## src/rtl/clk_period_meter.sv

```systemverilog
// Measures the rising-to-rising period of a slow asynchronous clock in clk_50mhz cycles.
// Optional min/max period tracking is enabled by defining CLK_METER_MINMAX_EN.
module clk_period_meter #(
    parameter int CNT_W   = 32,
    parameter int TIMEOUT = 1000000
) (
    input  logic             clk_50mhz,
    input  logic             rst_50mhz,
    input  logic             clk_in,
    output logic [CNT_W-1:0] period,
    output logic             period_valid,
    output logic             stalled,
    output logic [15:0]      edge_cnt
`ifdef CLK_METER_MINMAX_EN
    ,
    output logic [CNT_W-1:0] period_min,
    output logic [CNT_W-1:0] period_max
`endif
);

    typedef enum logic [1:0] {
        IDLE    = 2'd0,
        MEASURE = 2'd1,
        STALL   = 2'd2
    } state_t;

    localparam logic [63:0] TO_LAST = 64'(TIMEOUT) - 64'd1;

    state_t           state;
    logic [CNT_W-1:0] counter;
    logic             sync_p0;
    logic             sync_p1;
    logic             sync_p2;
    logic             rise_p3;
    logic [63:0]      cnt_ext;
    logic [CNT_W-1:0] cnt_next;

    function automatic logic [CNT_W-1:0] sat_inc(input logic [CNT_W-1:0] v);
        return (&v) ? v : v + 1'b1;
    endfunction

    assign cnt_ext  = 64'(counter);
    assign cnt_next = sat_inc(counter);

    always_ff @(posedge clk_50mhz) begin
        if (rst_50mhz) begin
            state        <= IDLE;
            counter      <= '0;
            period       <= '0;
            period_valid <= 1'b0;
            stalled      <= 1'b0;
            edge_cnt     <= '0;
            sync_p0      <= 1'b0;
            sync_p1      <= 1'b0;
            sync_p2      <= 1'b0;
            rise_p3      <= 1'b0;
`ifdef CLK_METER_MINMAX_EN
            period_min   <= '1;
            period_max   <= '0;
`endif
        end else begin
            // synchronizer, edge-history flop, then registered rising-edge strobe
            sync_p0      <= clk_in;
            sync_p1      <= sync_p0;
            sync_p2      <= sync_p1;
            rise_p3      <= sync_p1 & ~sync_p2;
            period_valid <= 1'b0;

            if (rise_p3) begin
                edge_cnt <= edge_cnt + 16'd1;
            end

            case (state)
                IDLE: begin
                    counter <= '0;
                    if (rise_p3) begin
                        state <= MEASURE;
                    end
                end
                MEASURE: begin
                    // a rise coinciding with the timeout still completes the measurement
                    if (rise_p3) begin
                        period       <= cnt_next;
                        period_valid <= 1'b1;
                        counter      <= '0;
`ifdef CLK_METER_MINMAX_EN
                        if (cnt_next < period_min) period_min <= cnt_next;
                        if (cnt_next > period_max) period_max <= cnt_next;
`endif
                    end else if (cnt_ext == TO_LAST) begin
                        state   <= STALL;
                        stalled <= 1'b1;
                    end else begin
                        counter <= cnt_next;
                    end
                end
                STALL: begin
                    // first edge after a stall only re-arms the measurement
                    if (rise_p3) begin
                        state   <= MEASURE;
                        counter <= '0;
                        stalled <= 1'b0;
                    end
                end
                default: begin
                    state   <= IDLE;
                    counter <= '0;
                end
            endcase
        end
    end

endmodule
```

## config.mk

```make
export PLATFORM = sky130hd
export DESIGN_NAME = clk_period_meter
export DESIGN_NICKNAME = d
export VERILOG_FILES = /design/src/rtl/clk_period_meter.sv
export SDC_FILE = /design/constraint.sdc
export NUM_CORES = 1
export LEC_CHECK = 0
export CAP_MARGIN = 20
export CORE_ASPECT_RATIO = 1.5
export CORE_UTILIZATION = 40
export DETAILED_ROUTE_END_ITERATION = 10
export DONT_BUFFER_PORTS = 1
export GPL_TIMING_DRIVEN = 0
export HOLD_SLACK_MARGIN = 0.1
export PLACE_DENSITY_LB_ADDON = 0.15
export SLEW_MARGIN = 15
export SYNTH_ARGS = -nofsm -noshare
export SYNTH_HDL_FRONTEND = slang
export SYNTH_SLANG_ARGS = --single-unit
```

## constraint.sdc

```tcl
create_clock -name clk_50mhz -period 2.8 [get_ports clk_50mhz]
set_input_delay 0.84 -clock clk_50mhz [delete_from_list [all_inputs] [get_ports clk_50mhz]]
set_output_delay 0.84 -clock clk_50mhz [all_outputs]
set_load 0.005 [all_outputs]
```

Word level (Yosys, flattened, before mapping)
Cells that the tools add are included. W data, S select, Z words.

Register bits: 88. Output and inout port bits: 50.

Add/subtract/negate cells: 2. Eq/ne operators: 8. Multiplexer cells: 14. Bitwise operators: 3. Reduce and logical (&&, ||, !) cells: 9.

Operator list (count): $mux W32 (4); $pmux W32 S2 (1); $add A32 B1 Y32 const B (1); $eq A32 B20 Y1 const B (1); $reduce_and A32 Y1 (1); $add A16 B1 Y16 const B (1); $mux W2 (3); $ne A2 B2 Y1 const B (3); $mux W1 (4); $pmux W2 S2 (1); $reduce_and A2 Y1 (2); $reduce_and A4 Y1 (1); $reduce_or A2 Y1 (2); $ne A3 B3 Y1 const B (1); $reduce_and A3 Y1 (1); $eq A2 B1 Y1 const B (1); $eq A2 B2 Y1 const B (1); $logic_not A2 Y1 (1); $ne A2 B1 Y1 const B (1); $not A1 Y1 (2); $pmux W1 S2 (1); $reduce_bool A2 Y1 (1); $and A1 B1 Y1 (1).

Longest topological paths before layout
Word-level depth: 5. Gate-level depth with buffers: 10. Depth with buffers taken out: 8.

Worst setup path after synthesis
Ideal clock, no wire load.

Path type: register to register. Start: register counter[0]. End: register counter[21]. Setup time: 0.122 ns. Arrival: 2.071 ns. Path slack: 0.608 ns. Stages on the path, launching flop included: 9. Buffers on the path: 2. Clock period less this slack: 2.192 ns. Cells stage by stage: dfxtp_1 > ha_1 > and3_1 > buf_2 > nand2_1 > nor4_4 > nor2_1 > clkbuf_1 > a221o_1.

Word-level cells in the longest chain between the ends: 5.

Ends and longest elaborated chain: start: declaration (line 30) `logic [CNT_W-1:0] counter;`; start signal: assignment (line 94) `counter <= cnt_next;`; $add A32 B1 Y32 or $reduce_and A32 Y1 (tied branches) (line 39) `return (&v) ? v : v + 1'b1;`; $mux W32 (line 39); $mux W32 (line 90) `end else if (cnt_ext == TO_LAST) begin`; $mux W32 (line 82) `if (rise_p3) begin`; $pmux W32 S2 (line 73) `case (state)`.

Parallel ways exist; a longest one is shown, timed or not. The select of a mux whose other input is x is not followed. A chain may end at the register's enable or synchronous reset.

Final worst setup path
Start: register counter[0]. End: register counter[9].

The elaborated chain is that of the path after synthesis.

==> flow_results.org <==
** Run status
- The run finished with clean final reports.

** Setup path
- The largest single stage delay on the critical path is 0.46 ns.
- Crit path launch type :: flop
- Together, buffers and inverters on the worst path number 3.
- Biggest fanout along the worst timing path :: 10
- The most numerous cell type found on the critical path is sky130_fd_sc_hd__buf_2.
- Traced cell by cell, the critical path runs through ha_1 > and3_1 > buf_2 > nand2_1 > nor4_4 > or2_1 > buf_2 > clkbuf_4 > nor2_1 > o22a_1.
- Crit. End Element :: flop
- Data arrival time of the worst path :: 2.83 ns
- Crit Path Class :: reg -> reg
- Top cell family by delay on the critical path :: simple AND/OR/NAND/NOR gates
- Data required time of the critical path :: about 3.0 ns
- On the critical path, the stage with the largest delay is an instance of sky130_fd_sc_hd__dfxtp_1.

** Place
- Counting tap cells, the placed design contains a total of roughly 660 instances.
- The placed instances occupy a cell area of between 0.004 and 0.005 sq mm.
- Estimated wirelength of the detail-placed design :: around 8.9 mm
- Number of buffer cells added on primary ports :: 0
- The congestion estimate from routability-driven global placement came to 0.8980.
- Worst slack, placed :: -0.1072 ns

** Yosys
- Of the synthesized area, sequential elements account for 0.4093.
- After synthesis, the share of flip-flops with an asynchronous set or reset is 0.
- The number of nets handed over by synthesis was approximately 520.
- Averaged over all synthesized cells, the footprint is approximately 8.4 sq um.
- Number of synthesized flops with an enable pin :: 0
- Count of yosys warnings during synthesis :: 0
- Counting flops and latches in the post-synthesis netlist gives 88.
- After synthesis the cells add up to approximately 0.0043 sq mm.
- Most used flip-flop cell after synthesis :: sky130_fd_sc_hd__dfxtp_1
- Syn Inst Count :: 513
- Count of different cell masters after synthesis :: 55

** Hold path
- Class of the worst hold path :: reg -> reg

** Routing
- WL per Instance :: around 18 um
- Total number of vias :: 3715
- Starting DRT DRC Count :: 169
- The routed design has 11.81 mm of wire.
- Final routed DRC violation total :: 0
- In this run the remaining antenna-violating nets after routing total 0.
- First-pass detailed-route iteration total :: 4
- Via density :: 5.528

** GRT
- The via count of the first global-routing pass came to 3585.
- Overall routing resource usage :: 0.2251
- Leftover overflow at the end of global routing :: 0
- Entering global routing, the biggest net connects 15 pins.
- Initial antenna violation count :: 0
- The first global-routing pass estimated 18.86 mm of wire.

** Power
- Psw :: 528.3 uW
- Switching part of the total power :: 0.2034
- For this design the ratio of total power to cell area is 537.8 mW/mm^2.
- Worst IR drop on VDD :: roughly 0.28 mV
- Sequential fraction of design power :: 0.485
- Part of the total power dissipated in combinational logic :: 0.016
- Power share of the clock group :: 0.498
- Total leakage power :: 0.001632 uW
- The internal power of the cells totals 2069 uW.

** Die
- The initialized floorplan defines 46 standard-cell rows.
- Number of top-level pins :: 53
- Initial standard-cell utilization of the core :: 0.4086
- The die is 129.0 um tall.
- The core region is 0.01053 sq mm.
- The die covers 0.01119 sq mm.
- The die is 86.70 um wide.

** STA
- Between clock sinks in the finished design, the worst skew comes to 0.009078 ns.
- Across all setup checks in the final design, the least slack found is 0.2042 ns.
- Fin. max-slew vios :: 0
- After layout, the minimum clock period comes to 2.596 ns.
- Setup violations remaining at the end of the flow were counted as 0.
- Of the available clock period, the critical path in the final layout requires 0.9271.
- For the pin with the worst max-slew slack, the measured transition is 0.7940 ns.
- Top achievable clock speed :: approximately 390 MHz
- Worst slew slack as a fraction of its limit :: 0.4658
- The number of hold violations in the final report is 0.

** Clock tree
- Number of hold-repair buffers added at the cts stage :: 0
- The longest clock path from root to sink contains 2 buffers.
- Clk Latency, worst-skew pair :: 0.34 ns
- After clock tree synthesis, the clock-pin slew on the worst setup and hold paths is 0.06 ns.
- Clk sinks :: about 90
- TritonCTS clock tree :: built
- Counting the buffers created by CTS gives 9.
- The H-tree was split into 3 levels.
- Master cell of the clock root buffer :: sky130_fd_sc_hd__clkbuf_16

** Layout
- Fraction of final layout cells sized beyond drive strength 1 :: 0.09470
- After the flow finishes, the layout carries non-filler instances totaling 672.
- The finished cells cover 0.004830 sq mm.
- Area grow syn2layout :: 12.21%
- Fill cells in the final layout number between 1000 and 1500.
- Number of diodes added for antenna fixing :: 0
- At the end of the flow, the number of nets in the layout was about 530.

** Job
- Across the run, the number of max-cap violations was 0.
==> layout make-up <==
| cell class | count | area [sq um] | area share |
|---|---|---|---|
| Buffer | 35 | 156.4 | 0.03238 |
| Clock inverter | 5 | 81.33 | 0.01684 |
| Sequential cell | 88 | 1762 | 0.3648 |
| Clock buffer | 10 | 239.0 | 0.04948 |
| Tap cell | 144 | 180.2 | 0.03731 |
| Multi-Input combinational cell | 381 | 2374 | 0.4915 |
| Timing Repair Buffer | 1 | 7.507 | 0.001554 |
| Inverter | 8 | 30.03 | 0.006218 |
==> routing by layer <==
layer  vias to the layer above  part of all wire  GRT usage
met2                        96              0.51     0.3940
met1                      1747              0.42     0.2555
met4                         0             0.022     0.1304
li1                       1853                 -          -
met5                         -                 0          0
met3                        19             0.049    0.03885
==> logic make-up (layout without fill, tap and decap cells) <==
logic type | Yosys count | count (layout) | share of synthesized area
and+or+nand+nor | 226 | 226 | 0.2799
AOI/OAI and AO/OA | 111 | 111 | 0.1756
DFF | 88 | 88 | 0.4093
buffers and inverters | 44 | 59 | 0.04273
xor gates and xnor gates | 38 | 38 | 0.07732
muxes | 4 | 4 | 0.009303
adders and majority gates | 2 | 2 | 0.005813
==> timing repair <==
item / CTS / global route
cloned: 0 / 0
setup endpoints to repair: 11 / 35
setup buffers: 0 / 1
resized for setup: 1 / 8
pin swaps: 0 / 1
==> Yosys cell counts (all sizes together), types with 3 or more instances <==
cell type,number,area share
a211oi,26,0.049
a21o,9,0.016
a21oi,23,0.030
a31oi,7,0.010
and2,7,0.011
and3,13,0.020
and4,5,0.010
buf,20,0.022
clkbuf,16,0.014
dfxtp,88,0.41
inv,8,0.0070
mux2i,4,0.0093
nand2,45,0.039
nand2b,4,0.0058
nand3,24,0.028
nand4,14,0.025
nor2,60,0.052
nor2b,7,0.010
nor3,19,0.022
nor3b,4,0.0096
nor4,11,0.024
nor4b,3,0.0061
o211ai,4,0.0070
o21a,3,0.0052
o21ai,28,0.033
or3,7,0.010
xnor2,22,0.045
xor2,16,0.033
==> cell usage in the layout, fill, tap and decap left out, drive strengths merged, types with 11 or more instances in the layout <==
cell type and instances:
a21oi 23, nand4 14, buf 19, nand2 45, clkbuf 27, xor2 16, o21ai 28, nand3 24
and3 13, dfxtp 88, nor2 60, xnor2 22, nor4 11, nor3 19, a211oi 26
==> path summary, 6_finish.rpt <==
check / startpoint / endpoint / slack (ns) / cells past startpoint
max: counter[0] / counter[9] / 0.20 / 10
min: sync_p2 / rise_p3 / 0.38 / 1
max reg2reg: counter[0] / counter[9] / 0.20 / 10
min reg2reg: sync_p2 / rise_p3 / 0.38 / 1
==> per-stage QoR <==
step	utilization	setup TNS, ns	total power, uW	hold WS [ns]
after CTS	0.4569	0	2627	0.3882
after detailed placement	0.4258	-1.445	1332	0.3794
final	0.4585	0	2598	0.3837
after global routing	0.4585	-0.007948	2690	0.4057
after floorplan	-	0	1317	0.3674
after global placement	0.4258	-1.265	1331	0.3752
==> power groups by stage <==
stage | registers, uW | clock network (uW) | logic, uW
global route | 1260 | 1380 | 47.6
floorplan | 1290 | 0 | 29.2
CTS | 1260 | 1320 | 42.7
detailed placement | 1290 | 0 | 42.8
finish | 1260 | 1290 | 41.9
global placement | 1290 | 0 | 42.1
==> state kept, by name, summed over array words and instances, names as in the netlist <==
name,cells
counter,32
edge_cnt,16
period,32
period_valid,1
rise_p3,1
stalled,1
state,2
sync_p0,1
sync_p1,1
sync_p2,1
No activity file was read; power rests on OpenSTA's default activity.
